===== config.mk =====
export PLATFORM = sky130hd
export DESIGN_NAME = neuron_sequencer_flat
export DESIGN_NICKNAME = d
export VERILOG_FILES = /design/src/rtl/nn_pkg.sv /design/src/rtl/neuron_sequencer_if.sv /design/src/rtl/en_delay_line.sv /design/src/rtl/neuron_sequencer.sv /design/src/flat_wrapper.sv
export SDC_FILE = /design/constraint.sdc
export NUM_CORES = 1
export LEC_CHECK = 0
export BUFFER_PORTS_ARGS = -buffer_cell sky130_fd_sc_hd__buf_2
export CAP_MARGIN = 10
export CORE_MARGIN = 5
export CORE_UTILIZATION = 45
export DETAILED_ROUTE_END_ITERATION = 12
export PLACE_DENSITY = 0.72
export SETUP_SLACK_MARGIN = 0.4
export SYNTH_ARGS = -nofsm -noshare
export SYNTH_HDL_FRONTEND = slang
export SYNTH_SLANG_ARGS = --single-unit
export TNS_END_PERCENT = 20

===== constraint.sdc =====
create_clock -name clk -period 1.95 [get_ports clk]
set_input_delay 0.2925 -clock clk [delete_from_list [all_inputs] [get_ports clk]]
set_output_delay 0.2925 -clock clk [all_outputs]
set_load 0.03 [all_outputs]

===== src/rtl/nn_pkg.sv =====
// Shared types and defaults for the single-neuron control path.
package nn_pkg;

   typedef enum logic [2:0] {
      S_IDLE,
      S_CLEAR,
      S_FETCH,
      S_DRAIN,
      S_CAPTURE,
      S_HOLD
   } state_e;

   localparam int ACC_W_DEF   = 18;
   localparam int DATA_W_DEF  = 8;
   localparam int MAX_MEM_LAT = 4;

endpackage


===== src/rtl/neuron_sequencer_if.sv =====
// Neuron-side strobes/address plus the result valid/ready handshake.
interface neuron_sequencer_if #(
   parameter int ADDR_W = 4,
   parameter int ACC_W  = 18
);
   logic                     mem_en;
   logic [ADDR_W-1:0]        mem_addr;
   logic                     push_en;
   logic                     mac_en;
   logic                     mac_clr;
   logic signed [ACC_W-1:0]  mac_out;
   logic signed [ACC_W-1:0]  result;
   logic                     result_valid;
   logic                     result_ready;

   modport master (
      output mem_en, mem_addr, push_en, mac_en, mac_clr, result, result_valid,
      input  mac_out, result_ready
   );

   modport slave (
      input  mem_en, mem_addr, push_en, mac_en, mac_clr, result, result_valid,
      output mac_out, result_ready
   );
endinterface


===== src/rtl/en_delay_line.sv =====
// Delays mem_en by DEPTH cycles to line mac_en/push_en up with memory data.
module en_delay_line #(
   parameter int DEPTH = 1
) (
   input  logic clk,
   input  logic rst_n,
   input  logic flush,
   input  logic din,
   output logic dout
);
   logic [DEPTH-1:0] sr_q, sr_d;

   always_comb begin
      sr_d = DEPTH'({sr_q, din});
      if (flush) sr_d = '0;
   end

   always_ff @(posedge clk or negedge rst_n) begin
      if (!rst_n) sr_q <= '0;
      else        sr_q <= sr_d;
   end

   assign dout = sr_q[DEPTH-1];
endmodule


===== src/rtl/neuron_sequencer.sv =====
// Run sequencer for one neuron: clear, fetch N_INPUTS products, drain, capture,
// then hold the (optionally ReLU'd) result under valid/ready.
module neuron_sequencer
   import nn_pkg::*;
#(
   parameter int N_INPUTS = 16,
   parameter int ADDR_W   = 4,
   parameter int ACC_W    = ACC_W_DEF,
   parameter int MEM_LAT  = 1,
   parameter int RELU     = 1
) (
   input  logic                 clk,
   input  logic                 reset,
   input  logic                 start,
   input  logic                 abort,
   output logic                 busy,
   neuron_sequencer_if.master   bus
);
   localparam logic [ADDR_W-1:0] LAST_ADDR  = ADDR_W'(N_INPUTS - 1);
   localparam int                DRAIN_W    = $clog2(MAX_MEM_LAT + 1);
   localparam logic [DRAIN_W-1:0] DRAIN_LAST = DRAIN_W'(MEM_LAT);

   state_e                  state_q, state_d;
   logic [ADDR_W-1:0]       addr_q, addr_d;
   logic [DRAIN_W-1:0]      drain_q, drain_d;
   logic                    mem_en_q, mem_en_d;
   logic                    mac_clr_q, mac_clr_d;
   logic                    busy_q, busy_d;
   logic signed [ACC_W-1:0] result_q, result_d;
   logic                    valid_q, valid_d;
   logic                    run_abort;
   logic                    mac_strobe;

   assign run_abort = abort && busy_q;

   always_comb begin
      state_d   = state_q;
      addr_d    = addr_q;
      drain_d   = drain_q;
      mem_en_d  = 1'b0;
      mac_clr_d = 1'b0;
      result_d  = result_q;
      valid_d   = valid_q;

      case (state_q)
         S_IDLE: begin
            if (start) begin
               state_d   = S_CLEAR;
               mac_clr_d = 1'b1;
            end
         end
         S_CLEAR: begin
            state_d  = S_FETCH;
            mem_en_d = 1'b1;
            addr_d   = '0;
         end
         S_FETCH: begin
            if (addr_q == LAST_ADDR) begin
               state_d = S_DRAIN;
               drain_d = '0;
            end else begin
               mem_en_d = 1'b1;
               addr_d   = addr_q + 1'b1;
            end
         end
         S_DRAIN: begin
            if (drain_q == DRAIN_LAST) state_d = S_CAPTURE;
            else                       drain_d = drain_q + 1'b1;
         end
         S_CAPTURE: begin
            state_d  = S_HOLD;
            result_d = ((RELU != 0) && bus.mac_out[ACC_W-1]) ? '0 : bus.mac_out;
            valid_d  = 1'b1;
         end
         S_HOLD: begin
            // A same-cycle start on the accepting handshake chains the next run.
            if (valid_q && bus.result_ready) begin
               valid_d = 1'b0;
               if (start) begin
                  state_d   = S_CLEAR;
                  mac_clr_d = 1'b1;
               end else begin
                  state_d = S_IDLE;
               end
            end
         end
         default: state_d = S_IDLE;
      endcase

      if (run_abort) begin
         state_d   = S_IDLE;
         addr_d    = addr_q;
         mem_en_d  = 1'b0;
         mac_clr_d = 1'b0;
         result_d  = result_q;
         valid_d   = valid_q;
      end

      busy_d = !(state_d inside {S_IDLE, S_HOLD});
   end

   always_ff @(posedge clk or negedge reset) begin
      if (!reset) begin
         state_q   <= S_IDLE;
         addr_q    <= '0;
         drain_q   <= '0;
         mem_en_q  <= 1'b0;
         mac_clr_q <= 1'b0;
         busy_q    <= 1'b0;
         result_q  <= '0;
         valid_q   <= 1'b0;
      end else begin
         state_q   <= state_d;
         addr_q    <= addr_d;
         drain_q   <= drain_d;
         mem_en_q  <= mem_en_d;
         mac_clr_q <= mac_clr_d;
         busy_q    <= busy_d;
         result_q  <= result_d;
         valid_q   <= valid_d;
      end
   end

   en_delay_line #(.DEPTH(MEM_LAT)) u_en_delay (
      .clk   (clk),
      .rst_n (reset),
      .flush (run_abort),
      .din   (mem_en_q),
      .dout  (mac_strobe)
   );

   assign bus.mem_en       = mem_en_q;
   assign bus.mem_addr     = addr_q;
   assign bus.mac_clr      = mac_clr_q;
   assign bus.mac_en       = mac_strobe;
   assign bus.push_en      = mac_strobe;
   assign bus.result       = result_q;
   assign bus.result_valid = valid_q;
   assign busy             = busy_q;
endmodule


===== src/flat_wrapper.sv =====
// flat-port wrapper written by rule: the top's interface ports become plain ports
module neuron_sequencer_flat import nn_pkg::*;
#(
   parameter int N_INPUTS = 16,
   parameter int ADDR_W   = 4,
   parameter int ACC_W    = ACC_W_DEF,
   parameter int MEM_LAT  = 1,
   parameter int RELU     = 1
)
  (clk, reset, start, abort, busy, bus_mem_en, bus_mem_addr, bus_push_en, bus_mac_en, bus_mac_clr, bus_result, bus_result_valid, bus_mac_out, bus_result_ready);
  neuron_sequencer_if #(.ADDR_W(ADDR_W), .ACC_W(ACC_W)) bus_i ();
  input  logic clk;
  input  logic reset;
  input  logic start;
  input  logic abort;
  output logic busy;
  output wire logic [$bits(bus_i.mem_en)-1:0] bus_mem_en;
  output wire logic [$bits(bus_i.mem_addr)-1:0] bus_mem_addr;
  output wire logic [$bits(bus_i.push_en)-1:0] bus_push_en;
  output wire logic [$bits(bus_i.mac_en)-1:0] bus_mac_en;
  output wire logic [$bits(bus_i.mac_clr)-1:0] bus_mac_clr;
  output wire logic [$bits(bus_i.result)-1:0] bus_result;
  output wire logic [$bits(bus_i.result_valid)-1:0] bus_result_valid;
  input wire logic [$bits(bus_i.mac_out)-1:0] bus_mac_out;
  input wire logic [$bits(bus_i.result_ready)-1:0] bus_result_ready;
  assign bus_mem_en = bus_i.mem_en;
  assign bus_mem_addr = bus_i.mem_addr;
  assign bus_push_en = bus_i.push_en;
  assign bus_mac_en = bus_i.mac_en;
  assign bus_mac_clr = bus_i.mac_clr;
  assign bus_result = bus_i.result;
  assign bus_result_valid = bus_i.result_valid;
  assign bus_i.mac_out = bus_mac_out;
  assign bus_i.result_ready = bus_result_ready;
  neuron_sequencer #(.N_INPUTS(N_INPUTS), .ADDR_W(ADDR_W), .ACC_W(ACC_W), .MEM_LAT(MEM_LAT), .RELU(RELU)) u_core (.clk(clk), .reset(reset), .start(start), .abort(abort), .busy(busy), .bus(bus_i));
endmodule

**Word level (Yosys, flattened, before mapping)**

Index checks and enable logic that the tools add are counted.

- Register bits after elaboration: 33
- Input port bits: 23
- Logic and storage cells: 60

- Reductions and logical operators: 13
- Equal/unequal tests: 12
- Bitwise operators: 1
- Add/subtract/negate cells: 2
- Mux-type cells: 23

Operator list:

| kind | count |
|---|---|
| 2-to-1 mux 3 bit | 7 |
| one-hot mux 3 bit (6 select lines) | 1 |
| 2-to-1 mux 17 bit | 1 |
| equality test 3 bit (second input constant) | 3 |
| AND reduction 3 bit | 3 |
| 2-to-1 mux 1 bit | 8 |
| one-hot mux 4 bit (2 select lines) | 1 |
| nonzero test 2 bit | 4 |
| equality test 3 x 1 -> 1 bit (second input constant) | 2 |
| equality test 3 x 2 -> 1 bit (second input constant) | 2 |
| zero test 3 bit | 2 |
| one-hot mux 1 bit (2 select lines) | 3 |
| one-hot mux 3 bit (2 select lines) | 1 |
| adder 4 x 1 -> 4 bit (second input constant) | 1 |
| equality test 4 bit (second input constant) | 1 |
| 2-to-1 mux 4 bit | 1 |
| inequality test 2 x 1 -> 1 bit (second input constant) | 2 |
| inequality test 2 bit (second input constant) | 2 |
| adder 3 x 1 -> 3 bit (second input constant) | 1 |
| logical AND 1 bit | 2 |
| AND reduction 2 bit | 1 |
| zero test 1 bit | 1 |
| NOT 1 bit | 1 |

**Depth between registers and ports, before layout**

Gate-level depths: netlist of run 1.

- Depth after elaboration: 7
- Depth in mapped cells: 6
- Gate-level depth less buffers: 6

**Hierarchy**

Synthesis of run 1 repeated with hierarchy kept, for this count alone.

- Cells, all modules: 138
- Area, all modules: 1625.3 sq um

Modules (own cells, without submodules):

| module | times used | cells an instance | area an instance (sq um) |
|---|---|---|---|
| neuron_sequencer | 1 | 136 | 1586.5 |
| en_delay_line | 1 | 2 | 38.8 |

**Worst setup path before layout of run 1**

Ideal clock, no wire load.

- Path kind: register to register
- Start: reg u_core.addr_q[0] (netlist: u_core.bus.mem_addr[0])
- End: reg u_core.addr_q[3] (netlist: u_core.bus.mem_addr[3])
- Setup time: 0.086 ns
- Path slack: 0.307 ns
- Stages on the path, launching flop included: 6
- Path buffers: 0
- Period minus slack after synthesis: 1.643 ns
- Arrival time: 1.557 ns
- Path through: dfrtp_1 ha_1 nand4_1 nand4b_4 or3_1 a32oi_1

- Cells in the longest elaborated chain, start to end: 3

RTL lines:

| element | RTL line | RTL |
|---|---|---|
| start, declared | neuron_sequencer.sv:24 | `logic [ADDR_W-1:0] addr_q, addr_d;` |
| start signal, assigned | neuron_sequencer.sv:114 | `addr_q <= addr_d;` |
| adder 4 x 1 -> 4 bit or equality test 4 bit (tied branches) | neuron_sequencer.sv:63, neuron_sequencer.sv:58 |  |
| 2-to-1 mux 4 bit or inequality test 2 bit (tied branches) | -- |  |
| one-hot mux 4 bit (2 select lines) or AND reduction 3 bit (tied branches) | -- |  |

Several ways; a longest one is shown, not always the timed one. The select of a mux whose other input is x is not followed.
A chain may end at the register's enable or synchronous reset.

**Worst setup path in the final report of run 1**

Same ends and word-level chain as after synthesis.

==> qor.yml, run 1 <==
critical_path_required_ns: 2.19
grt_overflow_total: 0
cts_setup_buffers: 0
power_density_nw_per_um2: 1620
place_hpwl_um: 2350
viasPerCell: 4.84
route.detailed.drc: 0
vias: 1245
core_region_area_sq_um: 3340
yosysUniqueCellTypes: 37
ys_seq_elements: 32
fmax_mhz: 676
drt-total-wl_um: 3230
status: "completed"
synth_seq_area_share_pct: 51.9
routabilityCongestion: 0.851
finalSetupViolCount: 0
final_layout_size_suffix_gt1_share_pct: 33.2
ff2ff_setup_slack_ns: 0.47
path_clk_slew_ns: 0.09
crit_path_start_kind: "flop"
post-route-util_pct: 56.2
synthFlopType: "dfrtp_1"
fin_worst_skew_ns: 0.00995
htree_levels: 2
seqCellArea_sq_um: 803
dieHeight_um: 68.6
final_max_slew_viol_count: 0
cts_buffer_depth: 2
cts_resized: 0
reg2reg_depth: 5
port_buffers: 49
synth_fp_nets: 185
use_met1_pct: 19.8
dr.pass1.iters: 4
hold_buffers: 0
grt_max_degree: 36
hp-class: "in2async"
r2r-end: "u_core.bus.mem_addr[3]$_DFFE_PN0P_"
multi_input_area_sq_um: 664
netlist_instances: 159
async_flop_share_pct: 100
yosys.area.top_type_share_pct: 51.9
drt_iter0_drc: 86
worstMarginPinSlew_ns: 0.694
slew_headroom_pct: 53.7
antenna_cells: 0
synth-edff-count: 0
final.setup.tns_ns: 0
initial_core_util_pct: 46.2
grt_util_met2_pct: 23.5
grt_pass1_wl_um: 5310
worst-path-max-fanout: 5
critPathKind: "reg2reg"
grt.busiest_layer: "met2"
synth_area_leader_cell: "dfrtp_1"
yosysWarnings: 0
fin_nets: 237
antenna_found_initial: 0
wl_per_cell_um: 12.6
die_area_sq_um: 4700
irDropWorstVdd_v: 0.000830
cts_tree: "built"
cts.sinks: 32
grt_usage_pct: 15.6
final_antenna_net_count: 0
final.period_utilization_pct: 75.9
postSynthAreaPerCell_sq_um: 9.70
worstPathArrival_ns: 1.72
met3_usage_pct: 6.16
die_w_um: 68.6
r2r_start: "u_core.bus.mem_addr[0]$_DFFE_PN0P_"
final_common_cell: "buf_2"
end_kind: "flop"
syn_to_final_growth_pct: 21.7
ioPinCount: 51
cts_inserted_buffers: 5
p_leak_uw: 0.000939
rows: 21
insertion_delay_ns: 0.32
netlist_top_cells_area: "dfrtp_1 (52%), nand2b_1 (7.3%), nand2_1 (7.1%)"
cts-root-buf: "clkbuf_4"
first_global_vias: 1183
post-route-min-period_ns: 1.48
maxCapViolCount: 0
layout_common_cells: "buf_2 (49), dfrtp_1 (30), nand2_1 (29), nand2b_1 (18), o21ai_1 (18)"
fill_cells: 327
syn_area_sq_um: 1540
hold_viol: 0
rsz0062_at_grt: "true"
[flip-flops by register name, indices dropped and copies added, names as in the netlist]
signal and count:
u_core.bus.mem_en 1, u_core.bus.result_valid 1, u_core.bus.mem_addr 4, u_core.bus.result 17
u_core.u_en_delay.dout 1, u_core.busy 1, u_core.state_q 3, u_core.drain_q 3
u_core.bus.mac_clr 1
[cell type report]
type | instances | area share, %
well taps | 46 | 3.07
clock buffers | 6 | 2.20
repair buffers | 54 | 15.1
inverters | 6 | 1.20
flip-flops and latches | 32 | 42.8
clock inverters | 1 | 0.267
multi-input cells | 112 | 35.4
[critical path, cell delays in order (launching register included)]
cell and delay, ns:
dfrtp_2 0.44, ha_2 0.21, nand4_1 0.14, nand4b_4 0.11, or3_1 0.35, a32oi_1 0.15
[metal layers]
layer,up-vias,share of wire (%)
met5,-,0
met4,0,1.4
met3,4,6.5
met2,39,46
met1,565,46
li1,637,-
[power breakdown]
| part | internal, uW | switching [uW] |
|---|---|---|
| sequential | 955 | 235 |
| clock | 133 | 206 |
| combinational | 510 | 994 |
| total | 1600 | 1430 |
[cells by family (layout without fill, tap and decap cells)]
| family | after synthesis | in the layout | share of synthesized area [%] |
|---|---|---|---|
| xor gates and xnor gates | 1 | 1 | 0.568 |
| and+or+nand+nor | 67 | 67 | 23.5 |
| other | 1 | 1 | 0.243 |
| adders and majority gates | 3 | 3 | 2.43 |
| buffers and inverters | 15 | 67 | 5.19 |
| AOI/OAI and AO/OA | 40 | 40 | 16.1 |
| DFF | 32 | 32 | 51.9 |
[synthesized netlist by cell type (2+ instances only)]
cell type  count
buf_4          2
o21ai_0        8
dfrtp_1       32
a31oi_1        2
nand3_1        5
buf_6          2
nor2_1         3
nor3_1         2
o21ai_1       18
inv_1          5
a21oi_1        3
and2_1         2
nand2_1       29
ha_1           3
nand2b_1      18
clkbuf_1       4
[stage by stage]
stage | total power [uW] | hold WS [ns] | worst slack (ns) | cells | instance area (sq um)
2_1_floorplan | 2270 | -0.00309 | 0.413 | 159 | 1550
3_3_place_gp | 2640 | 0.394 | 0.465 | 247 | 1810
3_5_place_dp | 2670 | 0.385 | 0.430 | 247 | 1810
4_1_cts | 3020 | 0.0196 | 0.408 | 254 | 1850
5_1_grt | 3260 | 0.0632 | 0.392 | 257 | 1880
6_report | 3030 | 0.00391 | 0.470 | 257 | 1880
[worst max path at each step]
stage / start / to / cells after the start
final: u_core.bus.mem_addr[0]$_DFFE_PN0P_ / u_core.bus.mem_addr[3]$_DFFE_PN0P_ / 5
after global placement: u_core.bus.mem_addr[0]$_DFFE_PN0P_ / u_core.bus.mem_addr[3]$_DFFE_PN0P_ / 5
after floorplan: u_core.bus.mem_addr[0]$_DFFE_PN0P_ / u_core.bus.mem_addr[3]$_DFFE_PN0P_ / 5
after global routing: u_core.state_q[1]$_DFF_PN0_ / u_core.state_q[0]$_DFF_PN0_ / 4
after detailed placement: u_core.bus.mem_addr[0]$_DFFE_PN0P_ / u_core.bus.mem_addr[3]$_DFFE_PN0P_ / 5
after CTS: u_core.bus.mem_addr[0]$_DFFE_PN0P_ / u_core.bus.mem_addr[3]$_DFFE_PN0P_ / 5
No activity file was read; power rests on OpenSTA's default activity.
==> run 2, diff against run 1 <==
Settings changed: PLACE_DENSITY 0.72 to 0.75.
Clock period 1.95 ns to 1.2 ns, I/O delays scaled along.
==> run 2 against run 1 <==
Effect of this change:
- the flow now finishes with violations (hold timing, setup timing)
- global-route usage grew 3.8 points
- clock skew grew 0.00072 ns
- sequential share of layout area shrank 10 points
- setup slack lost 0.68 ns
- die area is the same
- non-clock buffer count grew 30
- first-iteration DRC count shrank 58%
- sequential power grew 70%
- via count grew 15%
- flip-flop and latch count is the same
- combinational power grew to 2.6 times the previous value
- hold slack lost 0.21 ns
- critical path type unchanged
- highest routed layer unchanged
==> qor.yml, run 2 (synthesis gave the netlist of run 1 again) <==
fin_ws_ns: -0.210
insertion_delay_ns: 0.33
critical_path_required_ns: 1.43
routedLengthMet1_um: 1670
hold_viol: 19
core_region_area_sq_um: 3340
placed_area_sq_um: 2030
final_max_slew_viol_count: 0
ioPinCount: 51
cp_num_buf_inv: 2
worstPathArrival_ns: 1.64
antenna_cells: 0
cp_top_family: "flip-flops"
cts_buffer_depth: 2
die_w_um: 68.6
dieHeight_um: 68.6
first_global_vias: 1499
status: "complete, but fails checks"
rsz0062_at_grt: "true"
worst-path-max-fanout: 3
dr.pass1.iters: 4
rows: 21
drt_iter0_drc: 36
cts_inserted_buffers: 5
maxCapViolCount: 0
place_hpwl_um: 2720
final_layout_size_suffix_gt1_share_pct: 46.3
critPathKind: "reg2reg"
vias: 1434
final.setup.tns_ns: -2.19
critPathMaxStageDelay_ns: 0.44
wl_per_cell_um: 14.7
power_density_nw_per_um2: 2770
fin_nets: 267
cp_slowest_cell: "dfrtp_2"
htree_levels: 2
cts-root-buf: "clkbuf_4"
crit_path_start_kind: "flop"
viasPerCell: 4.98
cts_tree: "built"
hp-class: "in2async"
final_common_cell: "buf_6"
irDropWorstVdd_v: 0.00157
port_buffers: 49
seqCellArea_sq_um: 807
grt_pass1_wl_um: 6690
top_layer: "met4"
cts.sinks: 32
fin_area_sq_um: 2480
fill_cells: 259
crit_chain: "ha_4 -> nand4_1 -> nand4b_4 -> buf_4 -> buf_6 -> a22o_1"
routabilityCongestion: 0.800
p_leak_uw: 0.00117
final.period_utilization_pct: 118
initial_core_util_pct: 46.2
grt_overflow_total: 0
fmax_mhz: 709
met3_length_um: 261
grt_max_degree: 22
final_antenna_net_count: 0
antenna_found_initial: 0
violations: "hold timing, setup timing"
layout_common_cells: "buf_6 (36), nand2_1 (28), dfrtp_1 (27), buf_4 (23), buf_2 (22)"
drt-total-wl_um: 4220
route.detailed.drc: 0
largest_register_ffs: 17
ff2ff_setup_slack_ns: -0.21
post-route-min-period_ns: 1.41
path_clk_slew_ns: 0.11
grt_usage_pct: 19.4
multi_input_area_sq_um: 744
syn_to_final_growth_pct: 60.9
die_area_sq_um: 4700
finalSetupViolCount: 32
wl_met2_um: 2280
hold_ws_ns: -0.209
end_kind: "flop"
fin_worst_skew_ns: 0.0107
run 2: cell types whose count changed in the layout (fill, tap and decap cells not counted), sizes merged:
cell,delta
clkbuf,+1
bufinv,+1
clkinv,-1
buf,+30
run 2: final timing paths:
check / start / to / cells after the start
worst min-delay path: reset / u_core.bus.mem_addr[1]$_DFFE_PN0P_ / 1
worst max register to register: u_core.bus.mem_addr[1]$_DFFE_PN0P_ / u_core.bus.mem_addr[2]$_DFFE_PN0P_ / 6
min in group clk: bus_mac_out[11] / u_core.bus.result[11]$_DFFE_PN0P_ / 3
worst max-delay path: u_core.bus.mem_addr[1]$_DFFE_PN0P_ / u_core.bus.mem_addr[2]$_DFFE_PN0P_ / 6
worst min register to register: u_core.bus.mem_en$_DFF_PN0_ / u_core.u_en_delay.dout$_DFF_PN0_ / 1
max in group asynchronous: reset / u_core.bus.result[4]$_DFFE_PN0P_ / 2
run 2: area by class of cell:
| type | instances | area share (%) |
|---|---|---|
| multi-input cells | 112 | 30.0 |
| inverters | 6 | 0.907 |
| clock inverters | 1 | 1.21 |
| repair buffers | 84 | 30.4 |
| flip-flops and latches | 32 | 32.5 |
| well taps | 46 | 2.32 |
| clock buffers | 7 | 2.62 |
run 2: where the power goes:
group / switching, uW / total [uW] / internal [uW]
combinational: 2000 / 3940 / 1950
clock: 369 / 922 / 553
sequential: 455 / 2020 / 1560
total: 2820 / 6880 / 4060
run 2: timing repair:
action / in CTS / in global routing
pin swaps: 5 / 4
setup buffers: 5 / 1
hold endpoints to repair: 19 / 19
resized for setup: 73 / 7
setup endpoints to repair: 59 / 59
cloned: 1 / 0
run 2: metal layers:
metal	track usage (%)	vias up
met4	4.47	0
li1	-	702
met2	34.8	45
met3	6.48	2
met1	22.2	685
met5	0	-
run 2: through the flow:
stage,total power [uW],cells,setup WS [ns],utilization [%]
final,6880,288,-0.210,74.4
after global routing,7270,288,-0.301,74.4
after CTS,6670,287,-0.159,73.1
after detailed placement,4870,273,-0.176,61.0
after global placement,4800,273,-0.110,61.0
after floorplan,3740,159,-0.233,-
